### config.mk
export PLATFORM = sky130hd
export DESIGN_NAME = misr_sig
export DESIGN_NICKNAME = d
export VERILOG_FILES = /design/src/rtl/misr_pkg.sv /design/src/rtl/misr_step.sv /design/src/rtl/misr_sig.sv
export SDC_FILE = /design/constraint.sdc
export NUM_CORES = 1
export LEC_CHECK = 0
export ABC_CLOCK_PERIOD_IN_PS = 2320
export BUFFER_PORTS_ARGS = -buffer_cell sky130_fd_sc_hd__buf_4
export CAP_MARGIN = 15
export CORE_MARGIN = 3
export CORE_UTILIZATION = 23
export CTS_BUF_LIST = sky130_fd_sc_hd__clkbuf_2
export DETAILED_ROUTE_END_ITERATION = 10
export HOLD_SLACK_MARGIN = 0.06
export PLACE_DENSITY = 0.46
export SLEW_MARGIN = 40
export SYNTH_ARGS = -nofsm -noshare
export SYNTH_HDL_FRONTEND = slang
export SYNTH_HIERARCHICAL = 1
export SYNTH_SLANG_ARGS = --single-unit
### constraint.sdc
create_clock -name CK -period 2.32 [get_ports CK]
set_input_delay 0.232 -clock CK [delete_from_list [all_inputs] [get_ports CK]]
set_output_delay 0.232 -clock CK [all_outputs]
set_load 0.01 [all_outputs]
### src/rtl/misr_pkg.sv
// Shared types and constants for the MISR signature block.
package misr_pkg;

  typedef enum logic [1:0] {
    IDLE = 2'd0,
    RUN  = 2'd1,
    DONE = 2'd2
  } misr_state_e;

  // Wide enough for the largest legal WIDTH; instances slice off what they need.
  localparam logic [63:0] DEFAULT_POLY = 64'h0000_0000_0001_0811;

  localparam int unsigned COUNT_WIDTH = 16;

endpackage

### src/rtl/misr_step.sv
// One combinational MISR update: shift, inject data, fold the MSB back through POLY.
module misr_step
  import misr_pkg::*;
#(
  parameter int unsigned          WIDTH = 32,
  parameter logic [WIDTH-1:0]     POLY  = DEFAULT_POLY[WIDTH-1:0]
) (
  input  logic [WIDTH-1:0] sig,
  input  logic [WIDTH-1:0] d,
  output logic [WIDTH-1:0] nxt
);

  assign nxt = {sig[WIDTH-2:0], 1'b0} ^ d ^ (POLY & {WIDTH{sig[WIDTH-1]}});

endmodule

### src/rtl/misr_sig.sv
// MISR response compactor with run control and optional golden compare.
// Define MISR_SIG_COMPARE_EN to build the golden comparator; otherwise pass is tied low.
module misr_sig
  import misr_pkg::*;
#(
  parameter int unsigned      WIDTH  = 32,
  parameter logic [WIDTH-1:0] POLY   = DEFAULT_POLY[WIDTH-1:0],
  parameter logic [WIDTH-1:0] SEED   = '0,
  parameter int unsigned      LENGTH = 1024
) (
  input  logic                   CK,
  input  logic                   RESET,
  input  logic                   start,
  input  logic                   abort,
  input  logic                   data_valid,
  input  logic [WIDTH-1:0]       data_in,
  input  logic [WIDTH-1:0]       golden,
  output logic [WIDTH-1:0]       signature,
  output logic                   busy,
  output logic                   done,
  output logic                   pass,
  output logic [COUNT_WIDTH-1:0] count
);

  localparam logic [COUNT_WIDTH-1:0] LastIdx = COUNT_WIDTH'(LENGTH - 1);

  misr_state_e            state_q;
  logic [WIDTH-1:0]       sig_q;
  logic [WIDTH-1:0]       sig_nxt;
  logic [COUNT_WIDTH-1:0] count_q;
  logic                   busy_q;
  logic                   done_q;

  misr_step #(
    .WIDTH (WIDTH),
    .POLY  (POLY)
  ) u_step (
    .sig (sig_q),
    .d   (data_in),
    .nxt (sig_nxt)
  );

  // abort outranks start, and start outranks data_valid, in every state.
  always_ff @(posedge CK or posedge RESET) begin
    if (RESET) begin
      state_q <= IDLE;
      sig_q   <= SEED;
      count_q <= '0;
      busy_q  <= 1'b0;
      done_q  <= 1'b0;
    end else begin
      case (state_q)
        IDLE: begin
          if (start && !abort) begin
            state_q <= RUN;
            sig_q   <= SEED;
            count_q <= '0;
            busy_q  <= 1'b1;
          end
        end
        RUN: begin
          if (abort) begin
            state_q <= IDLE;
            busy_q  <= 1'b0;
          end else if (start) begin
            sig_q   <= SEED;
            count_q <= '0;
          end else if (data_valid) begin
            sig_q   <= sig_nxt;
            count_q <= count_q + COUNT_WIDTH'(1);
            if (count_q == LastIdx) begin
              state_q <= DONE;
              busy_q  <= 1'b0;
              done_q  <= 1'b1;
            end
          end
        end
        DONE: begin
          if (abort) begin
            state_q <= IDLE;
            done_q  <= 1'b0;
          end else if (start) begin
            state_q <= RUN;
            sig_q   <= SEED;
            count_q <= '0;
            busy_q  <= 1'b1;
            done_q  <= 1'b0;
          end
        end
        default: begin
          state_q <= IDLE;
          busy_q  <= 1'b0;
          done_q  <= 1'b0;
        end
      endcase
    end
  end

  assign signature = sig_q;
  assign count     = count_q;
  assign busy      = busy_q;
  assign done      = done_q;

`ifdef MISR_SIG_COMPARE_EN
  assign pass = done_q && (sig_q == golden);
`else
  logic unused_golden;
  assign unused_golden = ^golden;
  assign pass          = 1'b0;
`endif

endmodule

==> After elaboration in Yosys (flattened, before gate mapping) <==
Index checks and enable logic that the tools add are counted.
{ "word_totals": {"regBits": 52, "input_bits": 69} }
{ "op_classes": {"addsub": 1, "n_eq_ne": 15, "mux": 37, "bitwise_logic": 3, "reduce_logical": 8} }
{ "ops": {"columns": ["operator", "count"], "rows": [
  ["2-to-1 mux 32 bit", 6],
  ["2-to-1 mux 16 bit", 6],
  ["one-hot mux 32 bit (3 select lines)", 1],
  ["one-hot mux 16 bit (3 select lines)", 1],
  ["XOR 32 x 17 -> 32 bit", 1],
  ["XOR 32 bit", 1],
  ["AND reduction 6 bit", 3],
  ["adder 16 x 1 -> 16 bit (second input constant)", 1],
  ["equality test 16 x 10 -> 1 bit (second input constant)", 1],
  ["!= test 3 bit (second input constant)", 5],
  ["2-to-1 mux 2 bit", 7],
  ["!= test 2 bit (second input constant)", 7],
  ["2-to-1 mux 1 bit", 13],
  ["one-hot mux 1 bit (3 select lines)", 2],
  ["one-hot mux 2 bit (3 select lines)", 1],
  ["AND reduction 5 bit", 1],
  ["nonzero test 3 bit", 1],
  ["equality test 2 x 1 -> 1 bit (second input constant)", 1],
  ["equality test 2 bit (second input constant)", 1],
  ["logical NOT 2 bit", 1],
  ["logical AND 1 bit", 1],
  ["logical NOT 1 bit", 1],
  ["NOT 1 bit", 1]
]} }

==> Longest topological paths before layout <==
Gate-level depths: netlist of run 1.
{ "logic_depth": {"ltp_word": 6, "depth_mapped": 7, "mapped_depth_nobuf": 5} }

==> Modules after synthesis <==
The synthesis of run 1 kept the hierarchy.
{ "modules_own_cells": {"columns": ["module", "instances", "cells_each", "area_per_inst_um2", "seq_area_each_um2"], "rows": [
  ["misr_sig", 1, 259, 2379.8, 1301.2],
  ["misr_step", 1, 32, 325.3, 0.0]
]} }

==> Worst setup path after synthesis of run 1 <==
Ideal clock, no wire load.
{ "synth_timing": {"kind": "register to register", "start": "register count_q[0], in the netlist count[0]", "end": "register state_q[1]", "setup_ps": 94, "arrival_ps": 1566, "required_time_ps": 2226, "setup_slack_ps": 660, "stages_incl_launch_ff": 6, "n_path_buf": 0, "synth_period_minus_slack_ps": 1660, "path_cell_list": "dfrtp_1 > ha_1 > nor4b_1 > nand2_1 > or4_1 > a211oi_1"} }
{ "synth_via": {"elab_chain_len": 3} }
{ "synth_rtl": {"columns": ["item", "line_no", "text"], "rows": [
  ["start, declared", "misr_sig.sv:30", "logic [COUNT_WIDTH-1:0] count_q;"],
  ["start signal, assigned", "misr_sig.sv:70", "count_q <= count_q + COUNT_WIDTH'(1);"],
  ["equality test 16 x 10 -> 1 bit", "misr_sig.sv:71", "if (count_q == LastIdx) begin"],
  ["!= test 3 bit (no line)", null, null],
  ["AND reduction 5 bit (no line)", null, null],
  ["end signal, assigned", "misr_sig.sv:72", "state_q <= DONE;"],
  ["end signal, assigned", "misr_sig.sv:80", "state_q <= IDLE;"],
  ["end signal, assigned", "misr_sig.sv:83", "state_q <= RUN;"],
  ["end, declared", "misr_sig.sv:27", "misr_state_e state_q;"]
]} }
Every way passes these cells.
A chain may end at the register's enable or synchronous reset.

==> Final worst setup path of run 1 <==
{ "layout_timing": {"start": "register count_q[2], in the netlist count[2]", "end": "register state_q[1]"} }
The elaborated chain is that of the path after synthesis.

==> results of run 1 <==
==> repair_timing <==
| action | 4_1_cts | 5_1_grt |
|---|---|---|
| hold endpoints to repair | 56 | 0 |
| hold buffers | 32 | 0 |
| buffers inserted | 0 | 0 |
| endpoints found under the setup margin | 0 | 0 |
==> cell families after synthesis <==
group	count (synthesis)	share of synthesized area (%)
and+or+nand+nor	116	20.54
AOI/OAI and AO/OA	64	13.65
DFF	52	48.10
xor gates and xnor gates	36	13.32
buffers and inverters	21	3.792
adders and majority gates	1	0.4625
other	1	0.1386
==> flip-flops by register name, summed over array words and instances (netlist names) <==
name and cells:
signature 32, count 16, state_q 2, busy 1, done 1
==> area by class of cell <==
| cell class | count | area, um2 | area share [%] |
|---|---|---|---|
| Antenna cell | 1 | 2.502 | 0.06477 |
| Clock buffer | 7 | 35.03 | 0.9067 |
| Clock inverter | 1 | 3.754 | 0.09715 |
| Inverter | 4 | 15.01 | 0.3886 |
| Multi-Input combinational cell | 218 | 1310 | 33.91 |
| Sequential cell | 52 | 1301 | 33.68 |
| Tap cell | 140 | 175.2 | 4.534 |
| Timing Repair Buffer | 122 | 1021 | 26.42 |
==> stage by stage <==
stage | cells | instance area [um2] | hold slack [ps]
after global routing | 544 | 3861 | 73.32
after global placement | 504 | 3502 | 369.3
after floorplan | 291 | 2705 | 298.8
after detailed placement | 504 | 3502 | 362.6
after CTS | 544 | 3861 | 104.7
final | 545 | 3864 | 117.4
==> worst max-delay path, stage by stage (launching register included) <==
cell	delay [ps]
dfrtp_1	480
and4_1	260
nand4_2	340
or4_1	590
a211oi_1	250
==> worst max-delay path by stage <==
stage,endpoint
global placement,state_q[1]$_DFFE_PP0P_
global route,state_q[1]$_DFFE_PP0P_
detailed placement,state_q[1]$_DFFE_PP0P_
floorplan,state_q[1]$_DFFE_PP0P_
CTS,state_q[1]$_DFFE_PP0P_
finish,state_q[1]$_DFFE_PP0P_
==> power by group <==
group | leakage (nW) | switching (mW) | internal, mW
Combinational | 1.08 | 0.175 | 0.207
Clock | 0.0306 | 0.296 | 0.0806
Sequential | 0.712 | 0.0512 | 0.955
==> cell usage after synthesis, types with 2 or more instances <==
| master | n | area, um2 |
|---|---|---|
| nand2_1 | 76 | 285.3 |
| dfrtp_1 | 52 | 1301 |
| o21ai_0 | 38 | 190.2 |
| xor2_1 | 33 | 289.0 |
| clkbuf_1 | 12 | 45.04 |
| a21oi_1 | 10 | 50.05 |
| or4_1 | 8 | 60.06 |
| nor2_1 | 7 | 26.28 |
| o31ai_1 | 7 | 52.55 |
| inv_1 | 4 | 15.01 |
| nand3_1 | 4 | 20.02 |
| and2_1 | 3 | 18.77 |
| nand4_1 | 3 | 18.77 |
| or3_1 | 3 | 18.77 |
| xor3_1 | 3 | 71.32 |
| and4_1 | 2 | 17.52 |
| buf_4 | 2 | 15.01 |
| buf_6 | 2 | 22.52 |
| nand3_2 | 2 | 20.02 |
| nand3b_1 | 2 | 15.01 |
| nor4b_1 | 2 | 17.52 |
| o211ai_1 | 2 | 15.01 |
==> layer usage <==
layer,vias up,routed length (um),global-route usage (%)
li1,1212,-,-
met1,1148,3456,15.97
met2,70,3282,17.73
met3,4,518,3.224
met4,0,34,1.900
met5,-,0,0
==> flow_metrics.env, run 1 <==
export IMPL_final_common_cell="buf_4"
export IMPL_clock_fmax_ghz=0.5108
export IMPL_antenna_left=0
export IMPL_fin_crit_sh_pct=84.38
export IMPL_ctsResizeCount=0
export IMPL_drt_initial_drc_count=98
export IMPL_start_util_pct=24.21
export IMPL_drt_first_pass_iters=4
export IMPL_wire_per_inst_um=13.38
export IMPL_vias_per_cell=4.466
export IMPL_insertion_delay_ps=440
export IMPL_grt_pass1_wl_um=12210
export IMPL_min_path_cells=4
export IMPL_r2r_slack_ps=360
export IMPL_grt_max_degree=68
export IMPL_period_minus_slack_ps=1958
export IMPL_fill_cells=1152
export IMPL_maxCapViolCount=0
export IMPL_r2r_cells=4
export IMPL_ys_flop_type="dfrtp_1"
export IMPL_vdd_drop_max_v=0.0001691
export IMPL_core_region_area_mm2=0.01117
export IMPL_max_clock_path_buffers=2
export IMPL_startpoint_type="flop"
export IMPL_arrival_ps=2340
export IMPL_cts_buffers=5
export IMPL_grt_pass1_vias=2370
export IMPL_drv_slew=0
export IMPL_async_flop_share_pct=100.0
export IMPL_place_ws_ps=370.0
export IMPL_ys_seq_area_share_pct=48.10
export IMPL_tightest_slew_ps=587.1
export IMPL_leakagePower_nw=1.819
export IMPL_p_per_area_mw_per_mm2=456.6
export IMPL_hold_path_class="input port to flop"
export IMPL_die_width_um=114.5
export IMPL_cp_startpoint="count[2]$_DFFE_PP0P_"
export IMPL_skew_ps=27.24
export IMPL_num_vias=2434
export IMPL_finalWorstSetupSlack_ps=362.3
export IMPL_status="completed"
export IMPL_rsz0062_at_grt="no"
export IMPL_ys_ff_latch=52
export IMPL_final_util_pct=34.58
export IMPL_yosysWarnings=6
export IMPL_p_total_mw=1.764
export IMPL_overflow=0
export IMPL_area_growth_pct=42.83
export IMPL_ys_types=36
export IMPL_finalHoldViolations=0
export IMPL_synthesis_nets=361
export IMPL_r2r_end="state_q[1]$_DFFE_PP0P_"
export IMPL_drive_above_1_share_pct=25.99
export IMPL_avgSynthCellArea_um2=9.296
export IMPL_worstHoldEndpoint="signature[27]$_DFFE_PP0P_"
export IMPL_setup_viol=0
export IMPL_final_cell_mix="buf_4, nand2_1, dfrtp_1"
export IMPL_synth_edf_count=0
export IMPL_root_buffer="clkbuf_2"
export IMPL_netlist_instances=291
export IMPL_min_delay_start="data_in[27]"
export IMPL_path_class="flop to flop"
export IMPL_clkSinkCount=52
export IMPL_totalNegativeSetupSlack_ps=0
export IMPL_die_y_um=114.5
export IMPL_dieArea_mm2=0.01310
export IMPL_htreeDepth=2
export IMPL_drcViolationCount=0
export IMPL_grtUsageTotal_pct=11.38
export IMPL_pin_count=120
export IMPL_clkTransAtPathRegs_ps=280
export IMPL_std_cell_rows=38
export IMPL_r2r_start="count[2]$_DFFE_PP0P_"
export IMPL_antenna_found_initial=0
export IMPL_cp_max_fo=17
export IMPL_io_buffer_count=86
export IMPL_place_hpwl_um=5011
export IMPL_required_ps=2700
export IMPL_relSlewSlack_pct=60.80
export IMPL_num_nets_final=473
export IMPL_syn_area_mm2=0.002705
export IMPL_cts_tree="done"
export IMPL_wl_um=7291
export IMPL_crit_path_end_kind="flop"
export IMPL_place_gp_congestion=0.7134
Power figures use the tool's default switching activity.
==> run 2: changes to the inputs <==
- ABC_AREA: default -> 1
- ABC_CLOCK_PERIOD_IN_PS: 2320 -> 1800
- PLACE_DENSITY: 0.46 -> 0.47
- clock period: 2.32 -> 1.8 ns (I/O delays scaled with it)
==> run 2 against run 1 <==
Net effect:
- synthesized cell count up 29%
- clock skew is 13 ps lower
- largest power group unchanged
- core utilization barely moved
- wire length rose by 3.4%
- fmax grew 22%
- synthesized area grew 4.0%
- cell count rose by 19%
==> flow_metrics.env, run 2 <==
export IMPL_r2r_start="state_q[0]$_DFFE_PP0P_"
export IMPL_largest_register_ff_count=32
export IMPL_min_path_cells=6
export IMPL_cts_tree="done"
export IMPL_synthesis_nets=445
export IMPL_io_buffer_count=86
export IMPL_syn_area_mm2=0.002814
export IMPL_grt_max_degree=28
export IMPL_antenna_left=0
export IMPL_setup_viol=0
export IMPL_std_cell_rows=39
export IMPL_start_util_pct=24.13
export IMPL_netlist_instances=375
export IMPL_cp_max_fo=27
export IMPL_synth_common_cells="nand2_1, dfrtp_1, inv_1, xor2_1, nor2_1"
export IMPL_die_width_um=116.6
export IMPL_cp_slowest_cell="dfrtp_1"
export IMPL_drive_above_1_share_pct=22.27
export IMPL_min_delay_start="abort"
export IMPL_totalNegativeSetupSlack_ps=0
export IMPL_max_clock_path_buffers=2
export IMPL_grt_pass1_wl_um=12250
export IMPL_place_area_mm2=0.003651
export IMPL_status="completed"
export IMPL_place_inst=603
export IMPL_wire_per_inst_um=11.67
export IMPL_relSlewSlack_pct=65.82
export IMPL_finalWorstSetupSlack_ps=201.0
export IMPL_drcViolationCount=0
export IMPL_synth_most_common_cell="nand2_1"
export IMPL_hold_path_class="input port to flop"
export IMPL_yosysTopAreaCell="dfrtp_1"
export IMPL_grtUsageTotal_pct=11.15
export IMPL_core_region_area_mm2=0.01166
export IMPL_vdd_drop_max_v=0.0003607
export IMPL_maxCapViolCount=0
export IMPL_rsz0062_at_grt="no"
export IMPL_cp_startpoint="state_q[0]$_DFFE_PP0P_"
export IMPL_htreeDepth=2
export IMPL_final_common_cell="nand2_1"
export IMPL_crit_path_end_kind="flop"
export IMPL_fin_crit_sh_pct=88.84
export IMPL_die_y_um=116.6
export IMPL_antenna_cells=0
export IMPL_startpoint_type="flop"
export IMPL_ys_seq_area_share_pct=46.24
export IMPL_p_total_mw=4.018
export IMPL_required_ps=2180
export IMPL_avgSynthCellArea_um2=7.504
export IMPL_insertion_delay_ps=420
export IMPL_place_hpwl_um=5345
export IMPL_fill_cells=1228
export IMPL_num_vias=2720
export IMPL_period_minus_slack_ps=1599
export IMPL_area_growth_pct=43.49
export IMPL_leakagePower_nw=2.251
export IMPL_cpMostUsedCell="nand2_1"
export IMPL_drt_initial_drc_count=122
export IMPL_clkTransAtPathRegs_ps=260
export IMPL_yosysWarnings=6
export IMPL_tightest_slew_ps=511.9
export IMPL_crit_chain="inv_2, nand3_2, a21oi_2, nand2_2, inv_4, buf_12, nand2_1, nand2_1"
export IMPL_whs_ps=107.2
export IMPL_slowest_delay_ps=490
export IMPL_finalHoldViolations=0
export IMPL_num_nets_final=572
export IMPL_synth_top_area_share_pct=46.24
export IMPL_cts_buffers=5
export IMPL_vias_per_cell=4.211
export IMPL_drv_slew=0
export IMPL_overflow=0
export IMPL_stdcell_area_mm2=0.004038
export IMPL_fin_cells=646
export IMPL_place_ws_ps=145.9
export IMPL_path_class="flop to flop"
export IMPL_clock_fmax_ghz=0.6254
export IMPL_critical_path_top_delay_family="flip-flops"
export IMPL_pin_count=120
export IMPL_p_per_area_mw_per_mm2=995.2
export IMPL_dieArea_mm2=0.01360
export IMPL_antenna_found_initial=0
export IMPL_r2r_cells=8
export IMPL_crit_cells=8
export IMPL_ys_types=25
export IMPL_arrival_ps=1980
export IMPL_final_cell_mix="nand2_1, buf_4, dfrtp_1"
export IMPL_ys_top_cells_by_area="dfrtp_1, nand2_1, xor2_1, inv_1, nand3_1"
export IMPL_async_flop_share_pct=100.0
export IMPL_path_buf_inv=3
export IMPL_place_gp_congestion=0.7922
export IMPL_clkSinkCount=52
export IMPL_root_buffer="clkbuf_2"
export IMPL_skew_ps=13.88
export IMPL_wl_um=7537
export IMPL_grt_pass1_vias=2571
export IMPL_drt_first_pass_iters=4
export IMPL_ys_flop_type="dfrtp_1"
export IMPL_ys_ff_latch=52
export IMPL_final_util_pct=34.62
export IMPL_synth_edf_count=0
run 2: cell count changes after synthesis, sizes merged, moves of 12 or more:
cell / change
clkbuf: -12
nand2: +96
nand3: +15
inv: +33
o21ai: -30
nor2: +17
run 2: final timing paths:
path	endpoint	slack [ps]
max	signature[0]$_DFFE_PP0P_	200
min in group asynchronous	count[3]$_DFFE_PP0P_	300
max reg2reg	signature[0]$_DFFE_PP0P_	200
min reg2reg	busy$_DFFE_PP0P_	520
min	done$_DFFE_PP0P_	110
max in group asynchronous	signature[20]$_DFFE_PP0P_	980
run 2: what timing repair did:
action	4_1_cts	5_1_grt
hold buffers	33	0
setup buffers	0	2
hold endpoints to repair	53	0
resized for setup	0	3
endpoints found under the setup margin	0	30
run 2: final cells by class:
cell class                 instances  area (um2)  area share (%)
clock inverter                     1       3.754         0.09297
multi-input combinational        277        1301           32.23
tap                              143       178.9           4.431
inverter                          37       141.4           3.502
clock buffer                       7       35.03          0.8677
timing repair buffer             129        1076           26.65
sequential                        52        1301           32.23
run 2: cells by family (layout without fill, tap and decap cells):
| family | Yosys count | in the layout | share of synthesized area [%] |
|---|---|---|---|
| compound gates | 22 | 22 | 4.536 |
| xor+xnor | 33 | 33 | 10.27 |
| fa+ha+maj | 1 | 1 | 0.4446 |
| buf+inv | 46 | 174 | 7.514 |
| flops | 52 | 52 | 46.24 |
| other cells | 1 | 1 | 0.1333 |
| simple gates | 220 | 220 | 30.86 |
run 2: worst register-to-register path: stages (launching register included):
cell and delay, ps:
dfrtp_1 490, inv_2 120, nand3_2 120, a21oi_2 200
nand2_2 150, inv_4 150, buf_12 190, nand2_1 80
nand2_1 60
run 2: per-layer routing:
layer,share of wire [%],global-route usage [%],up-vias
li1,-,-,1395
met1,48,15.36,1246
met2,46,18.31,73
met3,4.6,2.176,6
met4,0.81,2.294,0
met5,0,0,-
run 2: report_power, final:
group          total (mW)  switching [mW]  internal, mW
combinational        1.77           0.919         0.849
clock               0.479           0.375         0.104
sequential           1.77           0.312          1.46
==> run 3: changes to the inputs <==
- PLACE_DENSITY: 0.47 -> 0.45
==> run 3 against run 2 <==
Net effect:
- sequential power hardly changed
- critical path depth stayed put
- clock-buffer cell count is 2 lower
- design area is 0.59% higher
- clock skew is 18 ps higher
- non-clock buffer count is 2 higher
- critical path type unchanged
- total power is 0.93% higher
==> flow_metrics.env, run 3 (synthesis gave the netlist of run 2 again) <==
export IMPL_status="completed"
export IMPL_largest_register_ff_count=32
export IMPL_slowest_delay_ps=490
export IMPL_totalNegativeSetupSlack_ps=0
export IMPL_cpMostUsedCell="nand2_1"
export IMPL_place_gp_congestion=0.7647
export IMPL_hold_path_class="input port to flop"
export IMPL_cts_buffers=5
export IMPL_die_y_um=116.6
export IMPL_drv_slew=0
export IMPL_place_hpwl_um=5363
export IMPL_fin_crit_sh_pct=89.18
export IMPL_vias_per_cell=4.167
export IMPL_overflow=0
export IMPL_p_per_area_mw_per_mm2=998.6
export IMPL_clkTransAtPathRegs_ps=280
export IMPL_num_nets_final=574
export IMPL_drcViolationCount=0
export IMPL_clock_fmax_ghz=0.6229
export IMPL_core_region_area_mm2=0.01166
export IMPL_io_buffer_count=86
export IMPL_antenna_left=0
export IMPL_std_cell_rows=39
export IMPL_critical_path_top_delay_family="flip-flops"
export IMPL_crit_path_end_kind="flop"
export IMPL_root_buffer="clkbuf_2"
export IMPL_final_common_cell="nand2_1"
export IMPL_max_clock_path_buffers=2
export IMPL_wl_um=7587
export IMPL_path_class="flop to flop"
export IMPL_fin_cells=648
export IMPL_num_vias=2700
export IMPL_place_ws_ps=194.9
export IMPL_period_minus_slack_ps=1605
export IMPL_vdd_drop_max_v=0.0003347
export IMPL_startpoint_type="flop"
export IMPL_arrival_ps=2020
export IMPL_drive_above_1_share_pct=22.42
export IMPL_cp_slowest_cell="dfrtp_1"
export IMPL_cp_max_fo=17
export IMPL_antenna_found_initial=1
export IMPL_final_util_pct=34.82
export IMPL_rsz0062_at_grt="no"
export IMPL_start_util_pct=24.13
export IMPL_drt_initial_drc_count=174
export IMPL_setup_viol=0
export IMPL_clkSinkCount=52
export IMPL_place_inst=603
export IMPL_insertion_delay_ps=450
export IMPL_area_growth_pct=44.33
export IMPL_die_width_um=116.6
export IMPL_crit_chain="inv_1, nand3_2, a21oi_2, nand2_2, inv_2, buf_4, nand2_1, nand2_1"
export IMPL_grt_pass1_wl_um=12100
export IMPL_finalHoldViolations=0
export IMPL_htreeDepth=2
export IMPL_finalWorstSetupSlack_ps=194.7
export IMPL_cts_tree="done"
export IMPL_drt_first_pass_iters=7
export IMPL_leakagePower_nw=2.257
export IMPL_skew_ps=31.49
export IMPL_grt_pass1_vias=2506
export IMPL_final_cell_mix="nand2_1, buf_4, dfrtp_1"
export IMPL_grt_max_degree=35
export IMPL_fill_cells=1204
export IMPL_dieArea_mm2=0.01360
export IMPL_maxCapViolCount=0
export IMPL_wire_per_inst_um=11.71
export IMPL_p_total_mw=4.056
export IMPL_pin_count=120
export IMPL_grtUsageTotal_pct=11.18
export IMPL_path_buf_inv=3
export IMPL_required_ps=2220
[run 3: layout make-up]
class | count | area (um2) | share of cell area (%)
timing repair buffer | 131 | 1094 | 26.93
clock inverter | 2 | 12.51 | 0.3081
sequential | 52 | 1301 | 32.04
tap | 143 | 178.9 | 4.405
inverter | 37 | 138.9 | 3.420
antenna | 1 | 2.502 | 0.06161
multi-input combinational | 277 | 1309 | 32.22
clock buffer | 5 | 25.02 | 0.6161
[run 3: worst min-delay path, stage by stage]
cell     delay, ps
buf_4           80
a21oi_1         40
nand2_1         60
nor2_1          40
nand3_1         80
a21oi_1         70
[run 3: path summary, 6_finish.rpt]
| path | to | cells past startpoint | from | slack (ps) |
|---|---|---|---|---|
| worst max-delay path | signature[10]$_DFFE_PP0P_ | 8 | state_q[0]$_DFFE_PP0P_ | 190 |
| worst min-delay path | done$_DFFE_PP0P_ | 6 | abort | 110 |
| worst max register to register | signature[10]$_DFFE_PP0P_ | 8 | state_q[0]$_DFFE_PP0P_ | 190 |
| worst min register to register | busy$_DFFE_PP0P_ | 2 | busy$_DFFE_PP0P_ | 520 |
| max in group asynchronous | signature[18]$_DFFE_PP0P_ | 4 | RESET | 990 |
| min in group asynchronous | signature[5]$_DFFE_PP0P_ | 3 | RESET | 240 |
[run 3: through the flow]
step | hold slack (ps) | area [um2]
5_1_grt | 78.41 | 4061
6_report | 111.0 | 4061
2_1_floorplan | 355.2 | 2814
3_3_place_gp | 231.1 | 3651
3_5_place_dp | 238.1 | 3651
4_1_cts | 73.85 | 4029
[run 3: where the power goes]
part	internal (mW)	switching (mW)
Combinational	0.865	0.932
Sequential	1.46	0.317
Clock	0.0854	0.398
Total	2.41	1.65
[run 3: timing repair]
action                                  CTS  global route
buffers inserted                          0             3
resized for setup                         0             3
hold endpoints to repair                 52             0
hold buffers                             34             0
endpoints found under the setup margin    0             7
[run 3: routing by layer]
layer / part of all wire [%] / GRT usage (%) / vias to the layer above / wire [um]
li1: - / - / 1396 / -
met1: 47 / 14.90 / 1226 / 3543
met2: 48 / 18.69 / 72 / 3624
met3: 4.3 / 1.813 / 6 / 326
met4: 1.2 / 3.364 / 0 / 93
met5: 0 / 0 / - / 0
